===== config.mk =====
export PLATFORM = sky130hd
export DESIGN_NAME = ula_out_ctrl
export DESIGN_NICKNAME = d
export VERILOG_FILES = /design/src/rtl/ula_out_ctrl.sv
export SDC_FILE = /design/constraint.sdc
export NUM_CORES = 1
export LEC_CHECK = 0
export ABC_CLOCK_PERIOD_IN_PS = 2500
export CELL_PAD_IN_SITES_DETAIL_PLACEMENT = 1
export CELL_PAD_IN_SITES_GLOBAL_PLACEMENT = 2
export CORE_ASPECT_RATIO = 0.8
export CORE_MARGIN = 8
export CORE_UTILIZATION = 27
export DETAILED_ROUTE_END_ITERATION = 8
export PLACE_DENSITY_LB_ADDON = 0.15
export SLEW_MARGIN = 20
export SYNTH_ARGS = -nofsm -noshare
export SYNTH_HDL_FRONTEND = slang
export SYNTH_SLANG_ARGS = --single-unit

===== constraint.sdc =====
create_clock -name clk -period 2.5 [get_ports clk]
set_input_delay 0.25 -clock clk [delete_from_list [all_inputs] [get_ports clk]]
set_output_delay 0.25 -clock clk [all_outputs]
set_load 0.01 [all_outputs]

===== src/rtl/ula_out_ctrl.sv =====
`default_nettype none
// ula_out_ctrl: registers ALU result/flags into ALUOut and traps signed overflow
// into a held exception request carrying the faulting PC and an event count.
module ula_out_ctrl #(
  parameter int         DATA_W   = 32,
  parameter logic [7:0] OVF_CODE = 8'h0C,
  parameter int         CNT_W    = 8
) (
  input  logic              clk,
  input  logic              reset,
  input  logic              ula_valid,
  input  logic [DATA_W-1:0] ula_result,
  input  logic              ula_overflow,
  input  logic              ula_zero,
  input  logic              ula_lt,
  input  logic              ovf_enable,
  input  logic [DATA_W-1:0] pc_in,
  input  logic              aluout_rd,
  input  logic              exc_ack,
  output logic [DATA_W-1:0] aluout,
  output logic              zero_q,
  output logic              lt_q,
  output logic              out_valid,
  output logic              exc_req,
  output logic [7:0]        exc_cause,
  output logic [DATA_W-1:0] epc,
  output logic [CNT_W-1:0]  ovf_count
);

  localparam logic [DATA_W-1:0] c_INSTR_BYTES = DATA_W'(4);
  localparam logic [CNT_W-1:0]  c_CNT_ONE     = CNT_W'(1);

  typedef enum logic [1:0] {
    S_IDLE = 2'd0,
    S_HOLD = 2'd1,
    S_EXC  = 2'd2
  } state_t;

  state_t r_state, w_state_nxt;

  logic              w_trap, w_capture;
  logic              w_do_capture, w_do_trap, w_do_consume, w_do_ack;
  logic [DATA_W-1:0] r_aluout, r_epc;
  logic              r_zero, r_lt, r_out_valid, r_exc_req;
  logic [7:0]        r_exc_cause;
  logic [CNT_W-1:0]  r_ovf_count;

  assign w_trap    = ula_valid & ovf_enable & ula_overflow;
  assign w_capture = ula_valid & ~w_trap;

  always_ff @(posedge clk or negedge reset) begin
    if (!reset) r_state <= S_IDLE;
    else        r_state <= w_state_nxt;
  end

  always_comb begin
    w_state_nxt  = r_state;
    w_do_capture = 1'b0;
    w_do_trap    = 1'b0;
    w_do_consume = 1'b0;
    w_do_ack     = 1'b0;
    case (r_state)
      S_IDLE, S_HOLD: begin
        // A new result takes priority over a consumer read in the same cycle.
        if (w_capture) begin
          w_do_capture = 1'b1;
          w_state_nxt  = S_HOLD;
        end else if (w_trap) begin
          w_do_trap   = 1'b1;
          w_state_nxt = S_EXC;
        end else if (aluout_rd && (r_state == S_HOLD)) begin
          w_do_consume = 1'b1;
          w_state_nxt  = S_IDLE;
        end
      end
      S_EXC: begin
        if (exc_ack) begin
          w_do_ack    = 1'b1;
          w_state_nxt = S_IDLE;
        end
      end
      default: w_state_nxt = S_IDLE;
    endcase
  end

  always_ff @(posedge clk or negedge reset) begin
    if (!reset) begin
      r_aluout    <= '0;
      r_zero      <= 1'b0;
      r_lt        <= 1'b0;
      r_out_valid <= 1'b0;
      r_exc_req   <= 1'b0;
      r_exc_cause <= 8'h00;
      r_epc       <= '0;
      r_ovf_count <= '0;
    end else begin
      if (w_do_capture) begin
        r_aluout    <= ula_result;
        r_zero      <= ula_zero;
        r_lt        <= ula_lt;
        r_out_valid <= 1'b1;
      end
      if (w_do_consume) r_out_valid <= 1'b0;
      if (w_do_trap) begin
        r_out_valid <= 1'b0;
        r_exc_req   <= 1'b1;
        r_exc_cause <= OVF_CODE;
        // pc_in is already PC+4 of the faulting instruction.
        r_epc       <= pc_in - c_INSTR_BYTES;
        if (r_ovf_count != '1) r_ovf_count <= r_ovf_count + c_CNT_ONE;
      end
      if (w_do_ack) begin
        r_exc_req   <= 1'b0;
        r_exc_cause <= 8'h00;
      end
    end
  end

  assign aluout    = r_aluout;
  assign zero_q    = r_zero;
  assign lt_q      = r_lt;
  assign out_valid = r_out_valid;
  assign exc_req   = r_exc_req;
  assign exc_cause = r_exc_cause;
  assign epc       = r_epc;
  assign ovf_count = r_ovf_count;

endmodule
`default_nettype wire

==> summary.txt <==
die footprint = 17000 sq um
postcts setup bufs = 0
sw frac = 0.258
RR Startpoint = r_state[1]$_DFFE_PN0P_
Final min period = 1.92 ns
initial core utilization = 0.276
crit start category = primary input
post-synth top area cell = dfrtp_1
post-route ant nets = 0
max-slew violation count = 0
layout cells sized above 1 = 0.154
Tightest Pin Transition = 0.723 ns
Pwr Density = 773 nW/um^2
Syn. warnings = 0
first-pass GRT wire length = 17.1 mm
Worst Setup End Kind = register
combinational fraction of design power = 0.266
Slew HR = 0.518
switching power = 1.11 mW
register-to-register path setup slack = 0.76 ns
hold_ws = -0.0504 ns
htree depth = 3
period utilization = 0.766
average cell area after synthesis = 11.6 sq um
CP Max Fanout = 8
Avg WL per Cell = 16.7 um
ant diodes = 0
Initial DRT Pass Iterations = 4
Worst Hold Class = in2async
Final Skew = 0.00373 ns
final WL = 10.7 mm
post-synthesis register bit count = 78
chip width = 144 um
clock power share = 0.351
total track usage = 0.128
peak supply drop = 0.308 mV
critical path class = in2reg
TNS Setup = 0 ns
CP Data Required Time = 2.70 ns
vias in the first global route = 3007
Leak = 2.26 nW
r2r endpoint = ovf_count[5]$_DFFE_PN0P_
Seq pwr share = 0.384
violated checks = negative hold slack
port buffer count = 150
Max-Cap Viols = 0
total grt overflow = 0
internal power = 3.20 mW
post-synthesis sequential area ratio = 0.554
vias = 2817
TritonCTS clock tree = yes
run status = complete, but fails checks
Post-CTS Hold Fix Bufs = 0
Vias/cell = 4.42
DIE HEIGHT = 118 um
largest net degree at the start of global routing = 79
Clk Tree Root Cell = clkbuf_16
post_cts resized = 0
most common cell after layout, fill and taps aside = clkdlybuf4s50_1
commonest cells after routing, fill and taps aside = clkdlybuf4s50_1 (149), dfrtp_1 (78), nand2_1 (40)
Worst R2R Path Depth = 5
core footprint = 12800 sq um
clk sinks = 78
Placement Rows = 37
unrepaired setup endpoints after global routing = false
initial antenna violation count = 1
top area cells in the synthesized netlist = dfrtp_1 (55%), mux2_2 (12%), xnor2_1 (6.2%), nand2_1 (4.3%), o21ai_0 (4.1%)
Critical Path AT = 2.12 ns
# nets final = 533
Placed Instances = 622
Worst-Skew Late Latency = 0.33 ns
placer congestion estimate = 0.729
hpwl dp = 8.19 mm
Clock transition at path regs = 0.06 ns
mapped cell area = 3520 sq um
Num CTS Buffers = 9
Clock Tree Buf Depth = 2
Unique masters post-synth = 37
Final Instance Count excl. Fillers = 637
final hold violation count = 75
Cells after Synth = 304
endpoints failing setup = 0
Iteration-0 DRC Markers = 78
Util after Layout = 0.436
area share of the largest cell type after synthesis = 0.554
# DRC = 0
Fmax = 522 MHz
I/O pin count = 157
P&R area growth vs syn = 58.2%
routing by layer:
metal / vias to the layer above / track usage / wire [um]
met5: - / 0 / 8
met4: 2 / 0.0275 / 63
met3: 7 / 0.0543 / 939
met2: 103 / 0.199 / 4760
met1: 1367 / 0.161 / 4890
li1: 1338 / - / -
worst max-delay path, cell delays in order:
cell and delay [ns]:
clkdlybuf4s50_1 0.52, nor3_1 0.27, nand3_1 0.36, nor4_1 0.45, xnor2_1 0.18, o21ai_1 0.07
through the flow:
step	power, mW	area, sq um	setup slack (ns)
final	4.30	5570	0.584
after global routing	4.55	5570	0.368
after CTS	4.40	5570	0.593
after detailed placement	2.85	5220	0.238
after global placement	2.82	5220	0.268
after floorplan	2.07	3540	0.696
how the worst max path moves through the flow:
stage | startpoint | endpoint | slack [ns] | cells after the start
finish | pc_in[10] | epc[29]$_DFFE_PN0P_ | 0.58 | 6
global placement | pc_in[2] | epc[26]$_DFFE_PN0P_ | 0.27 | 8
floorplan | ovf_count[0]$_DFFE_PN0P_ | ovf_count[5]$_DFFE_PN0P_ | 0.70 | 6
global route | pc_in[13] | epc[23]$_DFFE_PN0P_ | 0.37 | 6
detailed placement | pc_in[2] | epc[26]$_DFFE_PN0P_ | 0.24 | 8
CTS | pc_in[2] | epc[26]$_DFFE_PN0P_ | 0.59 | 8
cell usage after synthesis, drive strengths merged:
cell type,instances
a31oi,1
nand2,40
buf,10
inv,5
nand3b,1
nor2,8
or3,5
or4,1
a21oi,2
nand4b,1
and4,1
o41ai,1
dfrtp,78
mux2,37
xor2,9
nor4,7
and3,2
nand4,3
ha,2
o21ai,32
conb,1
o31a,1
nor2b,1
xnor2,25
nor3,15
clkbuf,9
nand3,5
nor3b,1
sequential cells by signal (all words and copies together), names as in the netlist:
name	cells
r_state	2
lt_q	1
zero_q	1
ovf_count	8
epc	32
exc_cause	1
aluout	32
out_valid	1
area by class of cell:
| class | instances | area (sq um) |
|---|---|---|
| Sequential cell | 78 | 1950 |
| Multi-Input combinational cell | 207 | 1470 |
| Fill cell | 1404 | 7210 |
| Clock inverter | 5 | 106 |
| Tap cell | 175 | 219 |
| Inverter | 5 | 18.8 |
| Timing Repair Buffer | 157 | 1570 |
| Clock buffer | 10 | 239 |
cell families after synthesis:
group / Yosys count / share of synthesized area
DFF: 78 / 0.554
muxes: 37 / 0.118
buffers and inverters: 24 / 0.0341
xor gates and xnor gates: 34 / 0.0846
other: 1 / 0.00107
AOI/OAI and AO/OA: 37 / 0.0562
adders and majority gates: 2 / 0.00711
and+or+nand+nor: 91 / 0.144
power by group through the flow:
stage / registers (mW) / logic [mW] / clock network (mW)
floorplan: 1.78 / 0.299 / 0
global placement: 1.67 / 1.15 / 0
detailed placement: 1.68 / 1.17 / 0
CTS: 1.66 / 1.17 / 1.57
global route: 1.69 / 1.25 / 1.62
finish: 1.65 / 1.14 / 1.51
(Power assumes the default switching activity.)
